<file path="config.mk">
export PLATFORM = sky130hd
export DESIGN_NAME = dsp38_mac_sequencer
export DESIGN_NICKNAME = d
export VERILOG_FILES = /design/src/rtl/dsp38_pkg.sv /design/src/rtl/dsp38_mac_sequencer.sv
export SDC_FILE = /design/constraint.sdc
export NUM_CORES = 1
export LEC_CHECK = 0
export CAP_MARGIN = 10
export CELL_PAD_IN_SITES_DETAIL_PLACEMENT = 0
export CELL_PAD_IN_SITES_GLOBAL_PLACEMENT = 2
export CORE_ASPECT_RATIO = 1.75
export CORE_UTILIZATION = 26
export DETAILED_ROUTE_END_ITERATION = 7
export PLACE_DENSITY = 0.87
export RECOVER_POWER = 25
export SLEW_MARGIN = 25
export SYNTH_ARGS = -nofsm -noshare
export SYNTH_HDL_FRONTEND = slang
export SYNTH_SLANG_ARGS = --single-unit
export TNS_END_PERCENT = 5
</file>
<file path="constraint.sdc">
create_clock -name CLK -period 5.2 [get_ports CLK]
set_input_delay 1.56 -clock CLK [delete_from_list [all_inputs] [get_ports CLK]]
set_output_delay 1.56 -clock CLK [all_outputs]
set_load 0.02 [all_outputs]
</file>
<file path="src/rtl/dsp38_pkg.sv">
// Shared definitions for the DSP38 multiply-accumulate sequencer: FSM states,
// feedback encodings and the capture latency of the attached DSP38.
package dsp38_pkg;

  typedef enum logic [1:0] {
    ST_IDLE  = 2'd0,
    ST_ACCUM = 2'd1,
    ST_DRAIN = 2'd2,
    ST_HOLD  = 2'd3
  } state_e;

  localparam logic [2:0] FB_ACCUM = 3'b000;
  localparam logic [2:0] FB_CLEAR = 3'b001;

  // Edges from the one that drives the last pair to the one where DSP_Z is valid:
  // optional input register, accumulator register, optional output register.
  function automatic int dsp_latency(input int in_reg, input int out_reg);
    return 1 + in_reg + 1 + out_reg;
  endfunction

endpackage

</file>
<file path="src/rtl/dsp38_mac_sequencer.sv">
// Feeds dot-product jobs into one DSP38 in multiply-accumulate mode and
// returns the final accumulator value on a valid/ready result port.
module dsp38_mac_sequencer
  import dsp38_pkg::*;
#(
  parameter int DSP_IN_REG  = 1,
  parameter int DSP_OUT_REG = 1,
  parameter int LEN_W       = 6
) (
  input  logic             CLK,
  input  logic             RESET,
  input  logic [LEN_W-1:0] CFG_LEN,
  input  logic [5:0]       CFG_SHIFT_RIGHT,
  input  logic             CFG_ROUND,
  input  logic             CFG_SATURATE,
  input  logic             CFG_UNSIGNED_A,
  input  logic             CFG_UNSIGNED_B,
  input  logic             S_VALID,
  output logic             S_READY,
  input  logic [19:0]      S_A,
  input  logic [17:0]      S_B,
  input  logic             S_SUB,
  output logic             M_VALID,
  input  logic             M_READY,
  output logic [37:0]      M_DATA,
  output logic [19:0]      DSP_A,
  output logic [17:0]      DSP_B,
  output logic [2:0]       DSP_FEEDBACK,
  output logic             DSP_LOAD_ACC,
  output logic             DSP_SUBTRACT,
  output logic [5:0]       DSP_ACC_FIR,
  output logic [5:0]       DSP_SHIFT_RIGHT,
  output logic             DSP_ROUND,
  output logic             DSP_SATURATE,
  output logic             DSP_UNSIGNED_A,
  output logic             DSP_UNSIGNED_B,
  input  logic [37:0]      DSP_Z
);

  localparam int LAT   = dsp_latency(DSP_IN_REG, DSP_OUT_REG);
  localparam int LAT_W = $clog2(LAT + 1);

  state_e             state_q, state_d;
  logic [LEN_W:0]     cnt_q, cnt_d;
  logic [LEN_W:0]     len_q, len_d;
  logic [LAT_W-1:0]   lat_q, lat_d;
  logic               m_valid_q, m_valid_d;
  logic [37:0]        m_data_q, m_data_d;
  logic [19:0]        a_q, a_d;
  logic [17:0]        b_q, b_d;
  logic               sub_q, sub_d;
  logic               load_q, load_d;
  logic [2:0]         fb_q, fb_d;
  logic [5:0]         shift_q, shift_d;
  logic               round_q, round_d;
  logic               sat_q, sat_d;
  logic               ua_q, ua_d;
  logic               ub_q, ub_d;

  logic               rx_state;
  logic               accept;
  logic [LEN_W:0]     len_in;
  logic [LEN_W:0]     cnt_inc;

  // Ready is gated by RESET itself so it is low for the whole reset pulse and
  // high from the very first cycle after release.
  assign rx_state = (state_q == ST_IDLE) || (state_q == ST_ACCUM);
  assign S_READY  = rx_state && !RESET;
  assign accept   = S_VALID && S_READY;

  // A zero length field encodes the full 2^LEN_W pairs.
  assign len_in  = {(CFG_LEN == '0), CFG_LEN};
  assign cnt_inc = cnt_q + (LEN_W + 1)'(1);

  always_comb begin
    state_d   = state_q;
    cnt_d     = cnt_q;
    len_d     = len_q;
    lat_d     = lat_q;
    m_valid_d = m_valid_q;
    m_data_d  = m_data_q;
    a_d       = a_q;
    b_d       = b_q;
    sub_d     = sub_q;
    load_d    = 1'b0;
    fb_d      = FB_ACCUM;
    shift_d   = shift_q;
    round_d   = round_q;
    sat_d     = sat_q;
    ua_d      = ua_q;
    ub_d      = ub_q;

    case (state_q)
      ST_IDLE: begin
        if (accept) begin
          len_d   = len_in;
          shift_d = CFG_SHIFT_RIGHT;
          round_d = CFG_ROUND;
          sat_d   = CFG_SATURATE;
          ua_d    = CFG_UNSIGNED_A;
          ub_d    = CFG_UNSIGNED_B;
          cnt_d   = (LEN_W + 1)'(1);
          a_d     = S_A;
          b_d     = S_B;
          sub_d   = S_SUB;
          load_d  = 1'b1;
          fb_d    = FB_CLEAR;
          lat_d   = LAT_W'(1);
          state_d = (len_in == (LEN_W + 1)'(1)) ? ST_DRAIN : ST_ACCUM;
        end
      end

      ST_ACCUM: begin
        if (accept) begin
          a_d    = S_A;
          b_d    = S_B;
          sub_d  = S_SUB;
          load_d = 1'b1;
          cnt_d  = cnt_inc;
          if (cnt_inc == len_q) begin
            lat_d   = LAT_W'(1);
            state_d = ST_DRAIN;
          end
        end
      end

      ST_DRAIN: begin
        // lat_q counts edges since the one that drove the last pair.
        if (lat_q == LAT_W'(LAT)) begin
          m_data_d  = DSP_Z;
          m_valid_d = 1'b1;
          state_d   = ST_HOLD;
        end else begin
          lat_d = lat_q + LAT_W'(1);
        end
      end

      ST_HOLD: begin
        if (M_READY) begin
          m_valid_d = 1'b0;
          state_d   = ST_IDLE;
        end
      end

      default: state_d = ST_IDLE;
    endcase
  end

  always_ff @(posedge CLK or posedge RESET) begin
    if (RESET) begin
      state_q   <= ST_IDLE;
      cnt_q     <= '0;
      len_q     <= '0;
      lat_q     <= '0;
      m_valid_q <= 1'b0;
      m_data_q  <= '0;
      a_q       <= '0;
      b_q       <= '0;
      sub_q     <= 1'b0;
      load_q    <= 1'b0;
      fb_q      <= FB_ACCUM;
      shift_q   <= '0;
      round_q   <= 1'b0;
      sat_q     <= 1'b0;
      ua_q      <= 1'b1;
      ub_q      <= 1'b1;
    end else begin
      state_q   <= state_d;
      cnt_q     <= cnt_d;
      len_q     <= len_d;
      lat_q     <= lat_d;
      m_valid_q <= m_valid_d;
      m_data_q  <= m_data_d;
      a_q       <= a_d;
      b_q       <= b_d;
      sub_q     <= sub_d;
      load_q    <= load_d;
      fb_q      <= fb_d;
      shift_q   <= shift_d;
      round_q   <= round_d;
      sat_q     <= sat_d;
      ua_q      <= ua_d;
      ub_q      <= ub_d;
    end
  end

  assign M_VALID         = m_valid_q;
  assign M_DATA          = m_data_q;
  assign DSP_A           = a_q;
  assign DSP_B           = b_q;
  assign DSP_SUBTRACT    = sub_q;
  assign DSP_LOAD_ACC    = load_q;
  assign DSP_FEEDBACK    = fb_q;
  assign DSP_ACC_FIR     = 6'd0;
  assign DSP_SHIFT_RIGHT = shift_q;
  assign DSP_ROUND       = round_q;
  assign DSP_SATURATE    = sat_q;
  assign DSP_UNSIGNED_A  = ua_q;
  assign DSP_UNSIGNED_B  = ub_q;

endmodule

</file>
## Word-level counts from Yosys, hierarchy flattened

Cells that the tools add are included.

- Flip-flop bits (word level): 111
- Bits in latches: 0
- Memory bits (writable): 0
- ROM bits: 0
- Output and inout port bits: 99
- Word-level logic and storage cells: 69
- Memories kept: 0

- $add $sub $neg: 2
- Multiply operators: 0
- Div/mod/pow operators: 0
- Order comparisons: 0
- Equal/unequal tests: 12
- Shift operators: 0
- Multiplexer cells: 22
- Bitwise gates (word level): 0
- Reduce and logical (&&, ||, !) cells: 17

Operators with widths:

| cell | count |
|---|---|
| two-way mux 7 bit | 2 |
| one-hot mux 7 bit (2 select lines) | 1 |
| two-way mux 2 bit | 6 |
| two-way mux 3 bit | 4 |
| inequality test 2 bit (second input constant) | 5 |
| AND reduction 5 bit | 2 |
| one-hot mux 3 bit (3 select lines) | 1 |
| one-hot mux 2 bit (4 select lines) | 1 |
| adder 7 x 1 -> 7 bit (second input constant) | 1 |
| equality test 7 x 1 -> 1 bit (second input constant) | 1 |
| equality test 7 bit | 1 |
| logical NOT 6 bit | 1 |
| two-way mux 1 bit | 6 |
| AND reduction 2 bit | 3 |
| AND reduction 3 bit | 2 |
| equality test 2 bit (second input constant) | 2 |
| nonzero test 2 bit | 2 |
| adder 3 x 1 -> 3 bit (second input constant) | 1 |
| equality test 3 bit (second input constant) | 1 |
| nonzero test 3 bit | 1 |
| equality test 2 x 1 -> 1 bit (second input constant) | 1 |
| logical AND 1 bit | 2 |
| logical NOT 2 bit | 1 |
| inequality test 2 x 1 -> 1 bit (second input constant) | 1 |
| other kinds (4) | 4 |

## Logic depth before layout (Yosys ltp)

Gate-level depths: netlist (run 1).

- Depth in word-level cells: 6
- Gate-level depth with buffers: 10
- Mapped depth without buffers: 8

## Worst setup path after synthesis (run 1)

No wires, ideal clock.

- Path type: in2out
- Start: in RESET
- End: out S_READY
- Data arrival time: 1851 ps
- Data required time: 3640 ps
- Setup slack: 1789 ps
- Stages: 1
- Path through: o21ba_2

- Longest elaborated chain between the ends: 2

RTL lines:

| element | line | source |
|---|---|---|
| start: declaration | dsp38_mac_sequencer.sv:11 | `input logic RESET,` |
| logical NOT 1 bit (no line) | n/a |  |
| logical AND 1 bit | dsp38_mac_sequencer.sv:68 | `assign S_READY = rx_state && !RESET;` |
| end: declaration | dsp38_mac_sequencer.sv:19 | `output logic S_READY,` |

Every way passes these cells.

## Final worst setup path (run 1)

Ends and elaborated chain as after synthesis.

==> out/results.ini, run 1 <==
[worst_setup_path]
crit_start=RESET
cp.required_ps=3640
cp_data_arrival_time_ps=3040
cp-endpoint=S_READY
reg2reg_from=state_q[0]$_DFFE_PP0P_
critPathLaunchType=input port
cp_max_fo=3
worstSetupPathType=input port to output port
r2r-end=lat_q[0]$_DFFE_PP0P_
worstRegToRegCells=7
r2r_setup_slack_ps=1980
cp-end-kind=output port

[place]
port_buffers=187
gp_congestion=0.7836
dp_slack_ps=684.7
hpwl_mm=9.059
dpl-instance-area_um2=6798

[timing]
finalMaxSlewViolations=43
period_share=0.8837
setup_tns_ps=0
rsz0062_at_grt=no
fin_crit_ps=4595
worst_pin_slew_ps=1934
hold_violations=0
maxSlewHeadroom=-0.2927
finalSetupViolations=0
skew_ps=17.38
finalWorstSetupSlack_ps=604.7
max_freq_mhz=217.6

[clock_tree]
cts_hold_buffers=0
clockBufferDepth=2
cts-resized-gates=0
clkSinkCount=109
cts_setup_buffers=0
cts_tree=yes
cts_buffers=9
clkTransAtPathRegs_ps=80
cts-root-buf=clkbuf_16
insertion_delay_ps=350
htree_num_levels=3

[routing]
wl_met1_mm=4.752
drt_first_pass_iters=4
via_per_inst=4.408
route.vias.total=3742
ant_nets=0
wl_met2_mm=6.693
wl_met3_um=729
drt_iter0_drc=148
drc=0
post_drt_wl_per_cell_um=14.69
drt_wl_total_mm=12.48
routed.top_layer=met4

[logic_synthesis]
synth_top_family_by_area=simple AND/OR/NAND/NOR gates
syn_area_per_cell_um2=10.90
synth_edf_count=0
synth_compound_area_frac=0.05889
ys_seq_area_frac=0.5814
synthesis.area_um2=4696
synthArstFlopShare=1.000
synth-main-ff-cell=dfrtp_1
synthMuxAreaShare=0.1295
synth_cell_types=48
synth_xor_area_frac=0.01865
synth_cells=431
synthAdderAreaFrac=0.01865
yosys_warnings=0
synth_seq_cells=109
netlist.area_leader.share=0.5702
synth_simple_gate_area_share=0.1548
synth_area_leaders=dfrtp_1 57%, mux2_2 13%, nand2_1 11%, ha_1 1.9%, buf_4 1.3%
yosysTopAreaCell=dfrtp_1

[power]
power_mw=4.258
p_per_area_nw_per_um2=598.9
peakVddDrop_uv=244.1
leakage_nw=3.131

[layout]
final_layout_size_suffix_gt1_frac=0.1359
final_nets=717
syn_to_final_growth_pct=51.43
antenna_cells=0
fin_area_um2=7111

[die]
die_y_um=179.8
num_io_pins=196
rows=64
dieArea_um2=18620
coreArea_um2=17620
die_w_um=103.6
start_util=0.2665

[global_routing]
grt_max_degree=103
antenna_found_initial=0
grtUsageTotal=0.1373
first_global_vias=3881
grt-ovfl-total=0
grt_first_pass_wirelength_mm=20.17

[status]
outcome=complete, but fails checks
violations=max-capacitance violations, max-slew violations

[run]
drv_cap=1

[worst_hold_path]
hold_path.class=flip-flop to flip-flop

[how the worst min path moves through the flow]
| stage | depth (start not counted) | slack (ps) | endpoint | from |
|---|---|---|---|---|
| finish | 2 | 480 | DSP_B[3]$_DFFE_PP0P_ | DSP_B[3]$_DFFE_PP0P_ |
| global route | 2 | 500 | DSP_B[11]$_DFFE_PP0P_ | DSP_B[11]$_DFFE_PP0P_ |
| CTS | 2 | 480 | DSP_A[1]$_DFFE_PP0P_ | DSP_A[1]$_DFFE_PP0P_ |
| detailed placement | 2 | 460 | DSP_A[1]$_DFFE_PP0P_ | DSP_A[1]$_DFFE_PP0P_ |
| global placement | 2 | 460 | DSP_A[8]$_DFFE_PP0P_ | DSP_A[8]$_DFFE_PP0P_ |
| floorplan | 2 | 460 | len_q[6]$_DFFE_PP0P_ | len_q[6]$_DFFE_PP0P_ |
[synth_stat cells, types with 3 or more instances]
| cell type | count |
|---|---|
| clkbuf_1 | 11 |
| xor2_1 | 4 |
| nor2_1 | 6 |
| nand3_1 | 9 |
| o21ai_0 | 11 |
| buf_4 | 8 |
| dfrtp_1 | 107 |
| or4_1 | 3 |
| nor3_1 | 4 |
| a21oi_1 | 6 |
| ha_1 | 7 |
| buf_1 | 5 |
| mux2_2 | 54 |
| nand2_1 | 136 |
| inv_1 | 11 |
| xnor2_1 | 6 |
[stage by stage]
step | cells | utilization | hold slack [ps]
3_5_place_dp | 833 | 0.3859 | 461.3
3_3_place_gp | 833 | 0.3859 | 459.3
4_1_cts | 849 | 0.4040 | 483.3
6_report | 849 | 0.4036 | 476.7
2_1_floorplan | 438 | - | 462.8
5_1_grt | 849 | 0.4036 | 499.2
[power breakdown]
group          switching (mW)  internal, mW  leakage [nW]
clock network           0.360         0.351         0.154
registers               0.232          1.25          1.33
logic                    1.05          1.02          1.65
total                    1.64          2.62          3.13
[logic make-up after synthesis]
kind of cell / Yosys count
buf+inv: 38
simple gates: 172
compound gates: 40
fa+ha+maj: 7
flops: 109
mux: 54
xor+xnor: 10
other cells: 1
[layout make-up]
type,instances,area [um^2]
Sequential cell,109,2730
Clock inverter,7,93.84
Inverter,12,46.29
Fill cell,1738,10510
Multi-Input combinational cell,291,1819
Timing Repair Buffer,190,1907
Clock buffer,9,225.2
Tap cell,231,289.0
[registers in the layout (all words and copies together) (netlist names)]
| name | count |
|---|---|
| DSP_SHIFT_RIGHT | 6 |
| DSP_SATURATE | 1 |
| DSP_ROUND | 1 |
| DSP_A | 20 |
| DSP_UNSIGNED_A | 1 |
| M_DATA | 38 |
| DSP_SUBTRACT | 1 |
| M_VALID | 1 |
| len_q | 7 |
| DSP_B | 18 |
| state_q | 2 |
| lat_q | 3 |
| DSP_LOAD_ACC | 1 |
| cnt_q | 7 |
| DSP_UNSIGNED_B | 1 |
| DSP_FEEDBACK | 1 |
[critical path: stages]
cell and delay (ps):
dlygate4sd3_1 580, o21ba_2 280, clkdlybuf4s50_1 610
[cell usage in the layout (no fill, tap or decap), drive strengths merged, types with 3 or more instances in the layout]
| cell type | instances |
|---|---|
| dfrtp | 107 |
| clkbuf | 9 |
| clkinv | 4 |
| ha | 7 |
| o21ai | 11 |
| conb | 8 |
| or4 | 3 |
| buf | 3 |
| mux2 | 54 |
| a21oi | 6 |
| nor3 | 4 |
| xnor2 | 6 |
| nand2 | 137 |
| clkdlybuf4s50 | 186 |
| nor2 | 6 |
| inv | 14 |
| xor2 | 4 |
| nand3 | 9 |
[per-layer routing]
layer,vias to the layer above,global-route usage
met2,144,0.2574
li1,1786,-
met3,16,0.03299
met4,0,0.05275
met1,1796,0.1460
met5,-,0
(Power assumes the default switching activity.)
==> run 2: changes to the inputs <==
--- a/config.mk
+++ b/config.mk
@@ -10,9 +10,11 @@
 export CELL_PAD_IN_SITES_GLOBAL_PLACEMENT = 2
 export CORE_ASPECT_RATIO = 1.75
 export CORE_UTILIZATION = 26
+export CTS_BUF_LIST = sky130_fd_sc_hd__clkbuf_4 sky130_fd_sc_hd__clkbuf_8 sky130_fd_sc_hd__clkbuf_16
 export DETAILED_ROUTE_END_ITERATION = 7
+export GPL_TIMING_DRIVEN = 0
 export PLACE_DENSITY = 0.87
-export RECOVER_POWER = 25
+export RECOVER_POWER = 100
 export SLEW_MARGIN = 25
 export SYNTH_ARGS = -nofsm -noshare
 export SYNTH_HDL_FRONTEND = slang
==> out/results.ini, run 2 (synthesis results as in run 1) <==
[status]
outcome=complete, but fails checks
violations=max-capacitance violations, max-slew violations

[layout]
fin_area_um2=7236  ; +1.8%
fillers=1754  ; +0.92%
final_layout_size_suffix_gt1_frac=0.1371  ; +0.001149
final_nets=741  ; +3.3%
regArea_um2=2730  ; unchanged
final_cell_mix=137 x nand2_1, 107 x dfrtp_1, 94 x dlygate4sd3_1
largest_register_ffs=38  ; unchanged
final_common_cell=nand2_1
antenna_cells=0  ; unchanged
multi_input_area_um2=1814  ; -0.27%
syn_to_final_growth_pct=54.09

[worst_setup_path]
crit_buf_inv=2  ; unchanged
cp.required_ps=3640  ; about the same
crit_family=buffers and inverters
worst_path_largest_cell_delay_ps=710  ; +100 ps
crit_start=RESET
cp-end-kind=output port
path_common_cell=dlygate4sd3_1
r2r-end=len_q[1]$_DFFE_PP0P_
cp_slowest_cell=dlygate4sd3_1
reg2reg_from=state_q[1]$_DFFE_PP0P_
worstRegToRegCells=9  ; +2
cp_data_arrival_time_ps=3130  ; +90 ps
cp-endpoint=S_READY
cp_max_fo=3  ; unchanged
r2r_setup_slack_ps=1980  ; about the same
worstSetupPathType=input port to output port
critPathLaunchType=input port
crit_chain=dlygate4sd3_1 -> o21ba_1 -> dlygate4sd3_1
cp.depth=3  ; unchanged

[timing]
whs_ps=473.1  ; -3.636 ps
max_freq_mhz=213.1  ; -2.1%
finalMaxSlewViolations=49  ; +14%
rsz0062_at_grt=no
worst_pin_slew_ps=2333  ; +399.9 ps
finalSetupViolations=0  ; unchanged
skew_ps=12.53  ; -4.853 ps
period_share=0.9025  ; +0.01884
hold_violations=0  ; unchanged
fin_crit_ps=4693  ; +97.96 ps
maxSlewHeadroom=-0.5642  ; -0.2715

[worst_hold_path]
hold_path.class=flip-flop to flip-flop
hold_start=DSP_A[3]$_DFFE_PP0P_

[global_routing]
grtUsageTotal=0.1398  ; +0.002489
first_global_vias=4093  ; +5.5%
grt-ovfl-total=0  ; unchanged
grt_first_pass_wirelength_mm=20.81  ; +3.2%
antenna_found_initial=0  ; unchanged
grt_max_degree=62  ; -40%

[power]
seq_power_share=0.349  ; +0.002
pwr-share-clk=0.178  ; +0.011
p_per_area_nw_per_um2=574.4  ; -4.1%
combPwrFrac=0.473  ; -0.013
peakVddDrop_uv=250.6  ; +2.7%
leakage_nw=3.288  ; +5.0%
power_switching_mw=1.617  ; -1.3%
p_int_mw=2.539  ; -3.1%
switching_share=0.3891  ; +0.004163
power_mw=4.156  ; -2.4%

[die]
die_y_um=179.8  ; unchanged
dieArea_um2=18620  ; unchanged
coreArea_um2=17620  ; unchanged
num_io_pins=196  ; unchanged
start_util=0.2665  ; unchanged
die_w_um=103.6  ; unchanged
rows=64  ; unchanged

[place]
dpl-instance-area_um2=6915  ; +1.7%
gp_congestion=0.8362  ; +6.7%
port_buffers=187  ; unchanged
hpwl_mm=9.754  ; +7.7%

[routing]
via_per_inst=4.362  ; -1.0%
drt_iter0_drc=85  ; -43%
ant_nets=0  ; unchanged
route.vias.total=3808  ; +1.8%
drt_first_pass_iters=4  ; unchanged
post_drt_wl_per_cell_um=14.52  ; -1.2%
drt_wl_total_mm=12.68  ; +1.6%
drc=0  ; unchanged

[clock_tree]
clkTransAtPathRegs_ps=80  ; about the same
cts-resized-gates=0  ; unchanged
cts_setup_buffers=0  ; unchanged
cts_tree=yes
insertion_delay_ps=350  ; about the same
clockBufferDepth=2  ; unchanged
clkSinkCount=109  ; unchanged
htree_num_levels=3  ; unchanged
cts_buffers=9  ; unchanged
cts-root-buf=clkbuf_16
cts_hold_buffers=0  ; unchanged

[run]
drv_cap=1  ; unchanged

## run 2: cell count changes in the layout (fill, tap and decap cells not counted), moves of 2 or more
cell / delta
nand2_1: +2
clkinv_4: +2
clkdlybuf4s50_1: -93
nand2_2: -2
buf_4: +6
clkbuf_1: +17
inv_6: -2
dlygate4sd3_1: +93
## run 2: cell type report
cell class,instances,area share
plain buffers,26,0.01781
clock buffers,9,0.03113
clock inverters,7,0.01418
inverters,12,0.006398
multi-input cells,291,0.2507
flip-flops and latches,109,0.3773
well taps,231,0.03994
repair buffers,188,0.2625
## run 2: worst min-delay path by stage
stage | endpoint | slack, ps | depth (start not counted)
after detailed placement | DSP_A[9]$_DFFE_PP0P_ | 460 | 2
after global placement | DSP_A[6]$_DFFE_PP0P_ | 460 | 2
after floorplan | len_q[6]$_DFFE_PP0P_ | 460 | 2
after CTS | DSP_A[18]$_DFFE_PP0P_ | 480 | 2
after global routing | DSP_A[10]$_DFFE_PP0P_ | 500 | 2
final | DSP_A[3]$_DFFE_PP0P_ | 470 | 2
## run 2: stage by stage
stage	std cells	util	TNS, ps	worst slack, ps
3_3_place_gp	856	0.3907	-99080	-936.1
5_1_grt	873	0.4107	0	478.0
2_1_floorplan	438	-	0	769.4
4_1_cts	873	0.4112	0	638.1
6_report	873	0.4107	0	506.7
3_5_place_dp	857	0.3925	0	647.8
## run 2: power by group through the flow
stage          combinational (mW)  clock [mW]  sequential [mW]
2_1_floorplan               0.721           0             1.88
3_3_place_gp                 2.08           0             1.46
3_5_place_dp                 2.11           0             1.48
4_1_cts                      2.12       0.768             1.47
5_1_grt                      2.12       0.798             1.51
6_report                     1.97       0.740             1.45
## run 2: worst register-to-register path, stage by stage, from the launching register on
cell and delay [ps]:
dfrtp_1 400, inv_1 90, ha_1 180, clkbuf_1 230, o21ba_1 280, nand2_1 210, clkinv_1 320, nand2_1 450
clkbuf_1 530, mux2_2 410
## run 2: routing by layer
layer,global-route usage,wire length (um)
met3,0.03771,802
met2,0.2489,6534
met4,0.07826,515
met1,0.1477,4828
met5,0,0
==> run 3: changes to the inputs <==
--- a/config.mk
+++ b/config.mk
@@ -15,6 +15,7 @@
 export GPL_TIMING_DRIVEN = 0
 export PLACE_DENSITY = 0.87
 export RECOVER_POWER = 100
+export SKIP_LAST_GASP = 1
 export SLEW_MARGIN = 25
 export SYNTH_ARGS = -nofsm -noshare
 export SYNTH_HDL_FRONTEND = slang
==> constraint.sdc (replaced) <==
create_clock -name CLK -period 5.2 [get_ports CLK]
set_input_delay 1.56 -clock CLK [delete_from_list [all_inputs] [get_ports CLK]]
set_output_delay 1.56 -clock CLK [all_outputs]
set_load 0.1 [all_outputs]
==> out/results.ini, run 3 (synthesis results as in run 1) <==
[status]
outcome=complete, but fails checks
violations=max-capacitance violations, max-slew violations

[clock_tree]
clkSinkCount=109  ; unchanged
insertion_delay_ps=350  ; about the same
cts_setup_buffers=0  ; unchanged
cts_buffers=9  ; unchanged
clkTransAtPathRegs_ps=80  ; about the same
cts-resized-gates=0  ; unchanged
htree_num_levels=3  ; unchanged
cts_tree=yes
clockBufferDepth=2  ; unchanged
cts-root-buf=clkbuf_16
cts_hold_buffers=0  ; unchanged

[timing]
maxSlewHeadroom=-0.4914  ; +0.07276
skew_ps=11.27  ; -1.253 ps
rsz0062_at_grt=no
max_freq_mhz=195.8  ; -8.1%
finalWorstSetupSlack_ps=92.20  ; -414.5 ps
worst_pin_slew_ps=2225  ; -108.5 ps
setup_tns_ps=0  ; unchanged
finalMaxSlewViolations=50  ; +2.0%
period_share=0.9823  ; +0.07972
hold_violations=0  ; unchanged
fin_crit_ps=5108  ; +414.5 ps
finalSetupViolations=0  ; unchanged

[global_routing]
antenna_found_initial=0  ; unchanged
grt-ovfl-total=0  ; unchanged
grt.met1_usage=0.1477  ; unchanged
grt_first_pass_wirelength_mm=20.81  ; unchanged
use_met2=0.2489  ; unchanged
grt.met3_usage=0.03771  ; unchanged
first_global_vias=4093  ; unchanged
grt_max_degree=62  ; unchanged
grtUsageTotal=0.1398  ; unchanged
grt_most_used_layer=met2

[place]
hpwl_mm=9.754  ; unchanged
gp_congestion=0.8362  ; unchanged
placed_cells=857  ; unchanged
port_buffers=187  ; unchanged
dpl-instance-area_um2=6915  ; unchanged
dp_slack_ps=117.0  ; -530.7 ps

[die]
start_util=0.2665  ; unchanged
num_io_pins=196  ; unchanged
die_y_um=179.8  ; unchanged
dieArea_um2=18620  ; unchanged
die_w_um=103.6  ; unchanged
rows=64  ; unchanged
coreArea_um2=17620  ; unchanged

[routing]
route.vias.total=3822  ; +0.37%
via_per_inst=4.378  ; +0.37%
drt_iter0_drc=121  ; +42%
drt_wl_total_mm=12.66  ; -0.17%
ant_nets=0  ; unchanged
drt_first_pass_iters=5  ; +1
post_drt_wl_per_cell_um=14.50  ; -0.17%
drc=0  ; unchanged

[layout]
final_nets=741  ; unchanged
fillers=1755  ; +0.057%
final_cell_mix=137 x nand2_1, 107 x dfrtp_1, 94 x clkdlybuf4s50_1
final_common_cell=nand2_1
final_layout_size_suffix_gt1_frac=0.1371  ; unchanged
multi_input_area_um2=1814  ; unchanged
antenna_cells=0  ; unchanged
syn_to_final_growth_pct=53.61
regArea_um2=2730  ; unchanged
largest_register_ffs=38  ; unchanged
fin_area_um2=7213  ; -0.31%
fin_cells=873  ; unchanged

[worst_setup_path]
reg2reg_from=state_q[1]$_DFFE_PP0P_
worst_path_largest_cell_delay_ps=1240  ; +530 ps
r2r-end=len_q[1]$_DFFE_PP0P_
worstRegToRegCells=9  ; unchanged
cp-end-kind=output port
cp.required_ps=3640  ; about the same
critPathLaunchType=input port
crit_family=buffers and inverters
crit_buf_inv=2  ; unchanged
crit_chain=clkdlybuf4s50_1 -> o21ba_1 -> dlygate4sd3_1
cp_max_fo=3  ; unchanged
cp_data_arrival_time_ps=3550  ; +420 ps
r2r_setup_slack_ps=1990  ; about the same
worstSetupPathType=input port to output port
cp_slowest_cell=dlygate4sd3_1

[run]
drv_cap=1  ; unchanged

[worst_hold_path]
hold_depth=2  ; unchanged
hold_path.class=flip-flop to flip-flop
hold_path_end=DSP_A[3]$_DFFE_PP0P_
hold_start=DSP_A[3]$_DFFE_PP0P_

## run 3: metrics by stage
| step | utilization | hold WS [ps] |
|---|---|---|
| 2_1_floorplan | - | 462.8 |
| 3_3_place_gp | 0.3907 | 460.7 |
| 3_5_place_dp | 0.3925 | 461.0 |
| 4_1_cts | 0.4112 | 482.6 |
| 5_1_grt | 0.4094 | 498.0 |
| 6_report | 0.4094 | 473.1 |
## run 3: worst max path at each step
stage / startpoint / endpoint / slack [ps] / depth (start not counted)
3_5_place_dp: RESET / S_READY / 120 / 3
5_1_grt: RESET / S_READY / 70 / 3
2_1_floorplan: RESET / DSP_A[0]$_DFFE_PP0P_ / 770 / 1
3_3_place_gp: RESET / DSP_B[13]$_DFFE_PP0P_ / -940 / 2
6_report: RESET / S_READY / 90 / 3
4_1_cts: RESET / S_READY / 110 / 3
## run 3: per-layer routing
layer | routed length [um] | up-vias
met5 | 0 | -
met2 | 6556 | 157
met3 | 851 | 30
li1 | - | 1835
met1 | 4731 | 1800
met4 | 518 | 0
## run 3: final cells by class
cell class | count | area share
sequential | 109 | 0.3785
timing repair buffer | 188 | 0.2602
multi-input combinational | 291 | 0.2515
tap | 231 | 0.04007
clock buffer | 9 | 0.03122
buffer | 26 | 0.01787
clock inverter | 7 | 0.01422
inverter | 12 | 0.006418
## run 3: worst min-delay path, stage by stage (launching register included)
cell and delay (ps):
dfrtp_1 340, nand2_1 50, nand2_1 60
Power of run 3 is left out: the tool's default activity adds up to more than one toggle a clock period on the data nets, which glitch-free logic cannot reach.
